==> src/rtl/ifetch_unit.sv <==
// Instruction fetch sequencer for the multi-cycle CPU.
// Owns the PC. Fetches the instruction at pc over a req/ack memory handshake
// and hands the word to the instruction register with a one-cycle strobe.
// PC redirects that arrive during a fetch are held and applied when it completes.
// If memory never acks, a timeout moves the unit into a sticky fault state.
//
// Ports:
//   clk, rst              clock; synchronous active-high reset
//   fetch                 one-cycle fetch request from the control FSM
//   pc_wr, pc_next        PC redirect strobe and target (bits [1:0] forced to 0)
//   imem_req, imem_addr   memory read request and address
//   imem_ack, imem_rdata  memory read data valid and data
//   ir_en, ir_data        one-cycle IR write strobe and instruction word
//   pc, pc_plus           next fetch address; last fetched address + PC_STEP
//   busy, fault           fetch in progress; sticky memory-timeout flag
module ifetch_unit #(
  parameter logic [31:0] RESET_PC = 32'h0000_0000,
  parameter int unsigned PC_STEP  = 4,
  parameter int unsigned TIMEOUT  = 16
) (
  input  logic        clk,
  input  logic        rst,
  input  logic        fetch,
  input  logic        pc_wr,
  input  logic [31:0] pc_next,
  output logic        imem_req,
  output logic [31:0] imem_addr,
  input  logic        imem_ack,
  input  logic [31:0] imem_rdata,
  output logic        ir_en,
  output logic [31:0] ir_data,
  output logic [31:0] pc,
  output logic [31:0] pc_plus,
  output logic        busy,
  output logic        fault
);

  typedef enum logic [1:0] {StIdle, StBus, StFault} state_t;

  localparam logic [7:0]  TimerMax = 8'(TIMEOUT - 1);
  localparam logic [31:0] Step     = 32'(PC_STEP);

  state_t      state;
  logic [7:0]  timer;
  logic        pend_valid;
  logic [31:0] pend_pc;

  logic [31:0] wr_target;
  logic [31:0] eff_pc;
  logic [31:0] next_seq;

  assign wr_target = {pc_next[31:2], 2'b00};
  // A redirect in the same cycle as fetch steers that fetch.
  assign eff_pc    = pc_wr ? wr_target : pc;
  // Wraps modulo 2^32 by construction.
  assign next_seq  = imem_addr + Step;

  always_ff @(posedge clk) begin
    if (rst) begin
      state      <= StIdle;
      pc         <= RESET_PC;
      imem_addr  <= RESET_PC;
      imem_req   <= 1'b0;
      ir_en      <= 1'b0;
      ir_data    <= 32'h0;
      pc_plus    <= 32'h0;
      busy       <= 1'b0;
      fault      <= 1'b0;
      timer      <= 8'h0;
      pend_valid <= 1'b0;
      pend_pc    <= 32'h0;
    end else begin
      ir_en <= 1'b0;
      unique case (state)
        StIdle: begin
          if (pc_wr) pc <= wr_target;
          if (fetch) begin
            imem_addr <= eff_pc;
            imem_req  <= 1'b1;
            busy      <= 1'b1;
            timer     <= 8'h0;
            state     <= StBus;
          end
        end
        StBus: begin
          if (imem_ack) begin
            ir_data  <= imem_rdata;
            ir_en    <= 1'b1;
            pc_plus  <= next_seq;
            // A redirect arriving with the ack is the most recent write.
            if (pc_wr)           pc <= wr_target;
            else if (pend_valid) pc <= pend_pc;
            else                 pc <= next_seq;
            pend_valid <= 1'b0;
            imem_req   <= 1'b0;
            busy       <= 1'b0;
            state      <= StIdle;
          end else if (timer == TimerMax) begin
            imem_req   <= 1'b0;
            busy       <= 1'b0;
            fault      <= 1'b1;
            pend_valid <= 1'b0;
            state      <= StFault;
          end else begin
            timer <= timer + 8'h1;
            if (pc_wr) begin
              pend_valid <= 1'b1;
              pend_pc    <= wr_target;
            end
          end
        end
        StFault: ;  // absorbing until reset
        default: state <= StIdle;
      endcase
    end
  end

endmodule

==> config.mk <==
export PLATFORM = sky130hd
export DESIGN_NAME = ifetch_unit
export DESIGN_NICKNAME = d
export VERILOG_FILES = /design/src/rtl/ifetch_unit.sv
export SDC_FILE = /design/constraint.sdc
export NUM_CORES = 1
export LEC_CHECK = 0
export CAP_MARGIN = 15
export CORE_MARGIN = 5
export CORE_UTILIZATION = 53
export DETAILED_ROUTE_END_ITERATION = 12
export PLACE_DENSITY = 0.86
export SLEW_MARGIN = 40
export SYNTH_ARGS = -nofsm -noshare
export SYNTH_HDL_FRONTEND = slang
export SYNTH_SLANG_ARGS = --single-unit
==> constraint.sdc <==
create_clock -name clk -period 2.95 [get_ports clk]
set_clock_uncertainty 0.2 [all_clocks]
set_input_delay 0.4425 -clock clk [delete_from_list [all_inputs] [get_ports clk]]
set_output_delay 0.4425 -clock clk [all_outputs]
set_load 0.02 [all_outputs]
Yosys cells after proc, flatten, opt, wreduce, memory -nomap -nowiden

Cells that the tools add are included.

Mux-type cells: 21
Equality and inequality tests: 8
Add/subtract/negate cells: 2
Bitwise gates (word level): 4
Reduce and logical (&&, ||, !) cells: 13

Operator list:

| kind                                                 | count |
|---|---|
| 2-to-1 mux 32 bit                                    | 4 |
| one-hot mux 32 bit (2 select lines)                  | 1 |
| adder 32 x 3 -> 32 bit (second input constant)       | 1 |
| 2-to-1 mux 8 bit                                     | 3 |
| one-hot mux 8 bit (2 select lines)                   | 1 |
| AND reduction 3 bit                                  | 3 |
| adder 8 x 1 -> 8 bit (second input constant)         | 1 |
| equality test 8 x 4 -> 1 bit (second input constant) | 1 |
| inequality test 2 bit (second input constant)        | 4 |
| AND reduction 2 bit                                  | 4 |
| AND reduction 4 bit                                  | 2 |
| 2-to-1 mux 1 bit                                     | 7 |
| 2-to-1 mux 2 bit                                     | 3 |
| one-hot mux 2 bit (3 select lines)                   | 1 |
| NOT 1 bit                                            | 4 |
| inequality test 3 bit (second input constant)        | 1 |
| nonzero test 3 bit                                   | 1 |
| equality test 2 x 1 -> 1 bit (second input constant) | 1 |
| equality test 2 bit (second input constant)          | 1 |
| zero test 2 bit                                      | 1 |
| one-hot mux 1 bit (2 select lines)                   | 1 |
| nonzero test 2 bit                                   | 1 |
| OR reduction 2 bit                                   | 1 |

Input bits: 69
Logic and storage cells: 59
Register bits: 172

Longest topological paths before layout

Gate-level depths: netlist (run 1).

Depth in word-level cells: 5
Gate-level depth with buffers: 8
Mapped depth without buffers: 6

Least setup slack after synthesis (run 1)

Ideal clock, no wire load.

Path kind: reg-to-reg
From: reg imem_addr[2]
To: reg pc_plus[24]
Setup slack: 0.881 ns
Stages on the path, launching flop included: 8
Setup time: 0.132 ns
Period minus slack after synthesis: 2.069 ns
Data arrival time: 1.737 ns
Cell sequence: dfxtp_1 ha_1 and3_1 buf_4 nand4_4 o31a_1 o21ai_0 a21oi_1

Word-level cells in the longest chain between the ends: 1

RTL lines:

| item                     | RTL line | source |
|---|---|---|
| start: declaration       | 27       | `output logic [31:0] imem_addr,` |
| start signal: assignment | 78       | `imem_addr <= eff_pc;` |
| adder 32 x 3 -> 32 bit   | 56       | `assign next_seq = imem_addr + Step;` |
| end signal: assignment   | 89       | `pc_plus <= next_seq;` |
| end: declaration         | 33       | `output logic [31:0] pc_plus,` |

No other way between the ends.
A chain may end at the register's enable or synchronous reset.

Final worst setup path (run 1)

From: reg imem_addr[3]
To: reg pc_plus[24]

The elaborated chain is that of the path after synthesis.

==> impl_metrics.env, run 1 <==
export IMPL_finalCritPeriodShare_pct=82.1
export IMPL_path_clk_slew_ns=0.06
export IMPL_setup_viol=0
export IMPL_ir_drop_uv=446
export IMPL_crit_chain="ha_1, and3_1, nand4_4, o31a_1, o21ai_0, a21oi_1"
export IMPL_antenna_cells=0
export IMPL_die_y_um=131
export IMPL_h_tree_depth=4
export IMPL_dr_pass1_iters=5
export IMPL_final_nets=1175
export IMPL_cp_slowest_cell="dfxtp_1"
export IMPL_slew_headroom_pct=46.6
export IMPL_yosys_top_cells_count="176 x nand2_1, 172 x dfxtp_1, 111 x nor2_1, 84 x a21oi_1, 40 x a211oi_1"
export IMPL_ant_nets=0
export IMPL_slowest_delay_ns=0.47
export IMPL_cp_start_kind="register"
export IMPL_grt_overflow=0
export IMPL_numClockSinks=172
export IMPL_yosysWarnings=0
export IMPL_slew_viol_final=0
export IMPL_crit_buf_inv=0
export IMPL_worst_slew_pin_slew_ns=0.797
export IMPL_antenna_found_initial=0
export IMPL_yosys_top_cells_area="dfxtp_1 44%, nand2_1 8.5%, a21oi_1 5.4%"
export IMPL_clk_latency_ns=0.43
export IMPL_routed_wl_um=24500
export IMPL_fillerInstances=1074
export IMPL_synth_fp_nets=1007
export IMPL_synthFlopType="dfxtp_1"
export IMPL_multi_input_area_um2=3940
export IMPL_syn_instance_count=936
export IMPL_dpl_hpwl_um=16700
export IMPL_grt_pass1_vias=7299
export IMPL_setup_tns_ns=0
export IMPL_syn_area_per_cell_um2=8.30
export IMPL_cts_buffers=17
export IMPL_synth_edff_count=0
export IMPL_worst_setup_path_end_kind="register"
export IMPL_cp_arrival_ns=2.53
export IMPL_post_cts_buffers=0
export IMPL_drc=0
export IMPL_async_flop_share_pct=0
export IMPL_synth_most_common_cell="nand2_1"
export IMPL_hold_class="register to register"
export IMPL_root_buffer="clkbuf_16"
export IMPL_outcome="completed"
export IMPL_worstSetupPathType="register to register"
export IMPL_wire_per_inst_um=18.9
export IMPL_grt_max_degree=69
export IMPL_postLayoutCoreUtil_pct=72.0
export IMPL_rsz0062_at_grt="no"
export IMPL_final_min_clock_period_ns=2.42
export IMPL_hold_violations=0
export IMPL_start_util_pct=53.6
export IMPL_reg2reg_slack_ns=0.53
export IMPL_vias=7780
export IMPL_avgViaCountPerCell=5.98
export IMPL_synth_top_cell_by_area="dfxtp_1"
export IMPL_critPathMaxFanout=6
export IMPL_rows=44
export IMPL_synth_seq_area_share_pct=44.3
export IMPL_cts_tree="yes"
export IMPL_place_congestion=0.912
export IMPL_yosysTopAreaCellShare_pct=44.3
export IMPL_io_buffers=198
export IMPL_p_per_area_nw_per_um2=555
export IMPL_final_seq_area_um2=3440
export IMPL_drtIter0Drc=806
export IMPL_core_area_um2=14500
export IMPL_ys_types=62
export IMPL_dpl_worst_slack_ns=0.450
export IMPL_grt_pass1_wl_um=37600
export IMPL_final_setup_worst_slack_ns=0.529
export IMPL_die_x_um=131
export IMPL_maxCapViolCount=0
export IMPL_track_usage_pct=27.8
export IMPL_ios=201
export IMPL_area_growth_syn_to_layout_pct=34.2
export IMPL_layout_drive_gt1_share_pct=8.33
export IMPL_ys_ff_latch=172
export IMPL_p_leak_nw=3.69
export IMPL_synth_area_um2=7770
export IMPL_dieArea_um2=17200
export IMPL_cts_hold_buffers=0
export IMPL_cts_resized=0
export IMPL_cpLargestDelayFamily="compound AO/OA/AOI/OAI gates"
export IMPL_required_ns=3.06
export IMPL_clockBufferDepth=2
export IMPL_fmax_mhz=413
==> per-stage QoR <==
step	hold slack, ns	instances	total power [mW]	cell area (um2)
2_1_floorplan	0.231	936	3.12	7770
6_report	0.252	1300	5.79	10400
5_1_grt	0.269	1300	5.97	10400
3_5_place_dp	0.241	1269	3.59	9830
4_1_cts	0.250	1300	5.79	10400
3_3_place_gp	0.238	1269	3.56	9830
==> registers in the layout, indices dropped and copies added, names as in the netlist, 2 cells and up <==
name / count
imem_addr: 32
pend_pc: 30
pc: 32
ir_data: 32
pc_plus: 32
state: 2
timer: 8
==> routing by layer <==
metal	vias to the layer above	part of all wire (%)	wire, um	global-route usage [%]
met4	0	4.1	1010	13.4
met3	81	8.7	2130	6.48
met5	-	0	0	0
li1	3650	-	-	-
met2	395	48	11900	45.4
met1	3654	39	9490	34.5
==> tightest hold or removal path: stages (launching register included) <==
cell,delay [ns]
dfxtp_1,0.30
nand2_1,0.05
a21oi_1,0.05
==> layout make-up <==
cell class / count / share of cell area [%]
Inverter: 8 / 0.288
Clock buffer: 25 / 4.85
Multi-Input combinational cell: 682 / 37.8
Timing Repair Buffer: 223 / 21.0
Sequential cell: 172 / 33.0
Clock inverter: 6 / 0.804
Tap cell: 184 / 2.21
==> logic make-up after synthesis <==
kind of cell | after synthesis | share of synthesized area (%)
XOR/XNOR | 23 | 2.59
AND/OR/NAND/NOR | 396 | 23.9
adder cells (fa/ha/maj) | 2 | 0.322
multiplexers | 30 | 3.90
AO/OA/AOI/OAI | 231 | 19.8
flip-flops | 172 | 44.3
buffers and inverters | 82 | 5.19
==> worst paths after layout <==
path           startpoint     endpoint  cells after the start
min reg2reg    ir_data[4]   ir_data[4]                      2
max          imem_addr[3]  pc_plus[24]                      6
max reg2reg  imem_addr[3]  pc_plus[24]                      6
min            ir_data[4]   ir_data[4]                      2
==> placed cells by master (no fill, tap or decap), types with 3 or more instances in the layout <==
master | synthesis | layout
dfxtp_1 | 172 | 172
a221oi_1 | 18 | 18
o22ai_1 | 7 | 7
inv_1 | 8 | 8
clkbuf_16 | 0 | 17
xnor2_1 | 11 | 11
xor2_1 | 12 | 12
clkbuf_8 | 0 | 5
a311oi_1 | 12 | 12
clkinv_2 | 0 | 3
o21bai_1 | 3 | 3
nor3_1 | 34 | 34
nand2_2 | 3 | 4
nand2b_1 | 6 | 6
o21ai_0 | 18 | 18
nand3_1 | 17 | 17
a21oi_1 | 84 | 83
nor4_1 | 4 | 4
nor4_2 | 7 | 7
and3_1 | 6 | 6
o21a_1 | 5 | 5
buf_4 | 9 | 24
o31a_1 | 8 | 8
a221o_1 | 6 | 6
a32oi_1 | 7 | 7
clkbuf_1 | 37 | 3
o21ai_1 | 9 | 9
nand2_1 | 176 | 175
nor2_4 | 1 | 3
mux2i_1 | 28 | 28
or2_2 | 3 | 3
nor2_1 | 111 | 109
o211ai_1 | 4 | 4
clkdlybuf4s50_1 | 0 | 196
nand4_1 | 5 | 5
and4_1 | 4 | 4
a211oi_1 | 40 | 40
==> where the power goes <==
group,switching (mW),total [mW],internal [mW]
combinational,0.530,0.971,0.441
clock,0.882,2.23,1.35
sequential,0.139,2.58,2.44
No activity file was read; power rests on OpenSTA's default activity.
==> run 2: changes to the inputs <==
--- a/config.mk
+++ b/config.mk
@@ -7,9 +7,9 @@
 export LEC_CHECK = 0
 export CAP_MARGIN = 15
 export CORE_MARGIN = 5
-export CORE_UTILIZATION = 53
+export CORE_UTILIZATION = 44
 export DETAILED_ROUTE_END_ITERATION = 12
-export PLACE_DENSITY = 0.86
+export PLACE_DENSITY = 0.76
 export SLEW_MARGIN = 40
 export SYNTH_ARGS = -nofsm -noshare
 export SYNTH_HDL_FRONTEND = slang
==> constraint.sdc (replaced) <==
create_clock -name clk -period 2.1 [get_ports clk]
set_clock_uncertainty 0.2 [all_clocks]
set_input_delay 0.315 -clock clk [delete_from_list [all_inputs] [get_ports clk]]
set_output_delay 0.315 -clock clk [all_outputs]
set_load 0.02 [all_outputs]
==> run 2 against run 1 <==
Cell area up 7.0%. Largest power group unchanged. Via count up 1.6%. Clock-buffer cell count down 2. Register-to-register slack worse by 0.53 ns. Flip-flop and latch count stayed put. Power rose by 44%. Global-route usage shrank 2.9 points. Sequential power rose by 39%. Critical path type unchanged. Non-clock buffer count up 61. Highest routed layer unchanged.
==> impl_metrics.env, run 2 (synthesis results as in run 1) <==
export IMPL_final_min_clock_period_ns=2.10
export IMPL_start_util_pct=44.9
export IMPL_grt_overflow=0
export IMPL_drc=0
export IMPL_area_growth_syn_to_layout_pct=43.6
export IMPL_fmax_mhz=477
export IMPL_critPathMaxFanout=3
export IMPL_worst_setup_path_end_kind="register"
export IMPL_ir_drop_uv=597
export IMPL_die_y_um=143
export IMPL_report_power_total_mw=8.32
export IMPL_vias=7902
export IMPL_root_buffer="clkbuf_16"
export IMPL_mostFrequentLayoutCell="clkdlybuf4s50_1"
export IMPL_dp_cells=1366
export IMPL_final_cell_mix="187 x clkdlybuf4s50_1, 175 x nand2_1, 166 x dfxtp_1"
export IMPL_numClockSinks=172
export IMPL_fin_cells=1402
export IMPL_final_nets=1236
export IMPL_worst_slew_pin_slew_ns=0.508
export IMPL_required_ns=2.24
export IMPL_dpl_hpwl_um=18600
export IMPL_outcome="completed"
export IMPL_antenna_found_initial=1
export IMPL_dr_pass1_iters=5
export IMPL_drtIter0Drc=709
export IMPL_ios=201
export IMPL_cp_start_kind="register"
export IMPL_final_cell_area_um2=11200
export IMPL_routed_wl_um=25800
export IMPL_die_x_um=143
export IMPL_p_per_area_nw_per_um2=746
export IMPL_ant_nets=0
export IMPL_cts_buffers=17
export IMPL_path_clk_slew_ns=0.06
export IMPL_slew_viol_final=0
export IMPL_wire_per_inst_um=18.4
export IMPL_h_tree_depth=4
export IMPL_layout_drive_gt1_share_pct=14.2
export IMPL_grt_pass1_wl_um=40300
export IMPL_maxCapViolCount=0
export IMPL_clockBufferDepth=2
export IMPL_hold_violations=0
export IMPL_place_congestion=0.895
export IMPL_slew_headroom_pct=66.0
export IMPL_rows=48
export IMPL_clk_latency_ns=0.43
export IMPL_io_buffers=198
export IMPL_cp_arrival_ns=2.24
export IMPL_cts_tree="yes"
export IMPL_track_usage_pct=24.9
export IMPL_postPlaceCellArea_um2=10500
export IMPL_postLayoutCoreUtil_pct=64.5
export IMPL_grt_pass1_vias=7492
export IMPL_core_area_um2=17300
export IMPL_grt_max_degree=52
export IMPL_finalCritPeriodShare_pct=99.8
export IMPL_rsz0062_at_grt="yes"
export IMPL_dieArea_um2=20400
export IMPL_avgViaCountPerCell=5.64
export IMPL_setup_viol=0
export IMPL_hold_class="input pin to register"
export IMPL_p_leak_nw=4.14
export IMPL_worstSetupPathType="register to register"
run 2: cell count changes in the layout (fill, tap and decap cells not counted), moves of 2 or more:
cell and change:
clkdlybuf4s50_1 -9, nor3_1 -3, dfxtp_1 -6, dfxtp_2 +6, clkbuf_8 -3, dlymetal6s2s_1 +4
buf_4 +47, dlygate4sd2_1 +5, nor3_2 +3, buf_12 +13, clkinvlp_4 +2
run 2: timing repair:
item | in CTS | in global routing
resized for setup | 6 | 21
endpoints found under the hold margin | 1 | 0
pin swaps | 0 | 1
hold buffers | 1 | 0
setup endpoints to repair | 6 | 24
buffers inserted | 0 | 4
run 2: final cells by class:
| class | count | area [um2] |
|---|---|---|
| diodes | 1 | 2.50 |
| multi-input cells | 682 | 3990 |
| clock inverters | 7 | 115 |
| well taps | 225 | 282 |
| inverters | 8 | 30.0 |
| flip-flops and latches | 172 | 3450 |
| repair buffers | 284 | 2810 |
| fillers | 1476 | 6150 |
| clock buffers | 23 | 468 |
run 2: critical path, stage by stage, from the launching register on:
cell and delay [ns]:
dfxtp_1 0.35, ha_1 0.17, buf_4 0.12, nand3_1 0.16
nor4_1 0.33, xor2_1 0.33, o21ai_0 0.13, a211oi_1 0.23
run 2: worst paths after layout:
kind | cells after the start | start | slack, ns | to
min | 3 | pc_wr | 0.13 | imem_addr[5]
min reg2reg | 2 | pend_pc[15] | 0.25 | pend_pc[15]
max reg2reg | 7 | imem_addr[2] | 0.003 | pc[14]
max | 7 | imem_addr[2] | 0.003 | pc[14]
run 2: stage by stage:
step	hold slack (ns)	setup WS (ns)	TNS [ns]
2_1_floorplan	0.231	0.0310	0
3_3_place_gp	0.241	-0.0379	-0.943
3_5_place_dp	0.242	-0.0700	-1.30
4_1_cts	0.117	0.00505	0
5_1_grt	0.148	-0.0677	-0.104
6_report	0.130	0.00336	0
run 2: metal layers:
metal  GRT usage (%)  share of wire (%)
met1            33.0                 42
met2            40.1                 48
met5               0                  0
met4            11.1                3.2
met3            3.88                7.2
run 2: where the power goes:
part	leakage [nW]	switching [mW]	internal [mW]	total (mW)
registers	1.41	0.150	3.44	3.58
logic	2.45	0.824	0.725	1.55
clock network	0.279	1.27	1.92	3.19
total	4.14	2.24	6.08	8.32
==> run 3: changes to the inputs <==
--- a/config.mk
+++ b/config.mk
@@ -9,6 +9,7 @@
 export CORE_MARGIN = 5
 export CORE_UTILIZATION = 44
 export DETAILED_ROUTE_END_ITERATION = 12
+export GPL_ROUTABILITY_DRIVEN = 0
 export PLACE_DENSITY = 0.76
 export SLEW_MARGIN = 40
 export SYNTH_ARGS = -nofsm -noshare
==> results of run 3 <==
Final layout, timing and power as in run 2 (identical DEF).
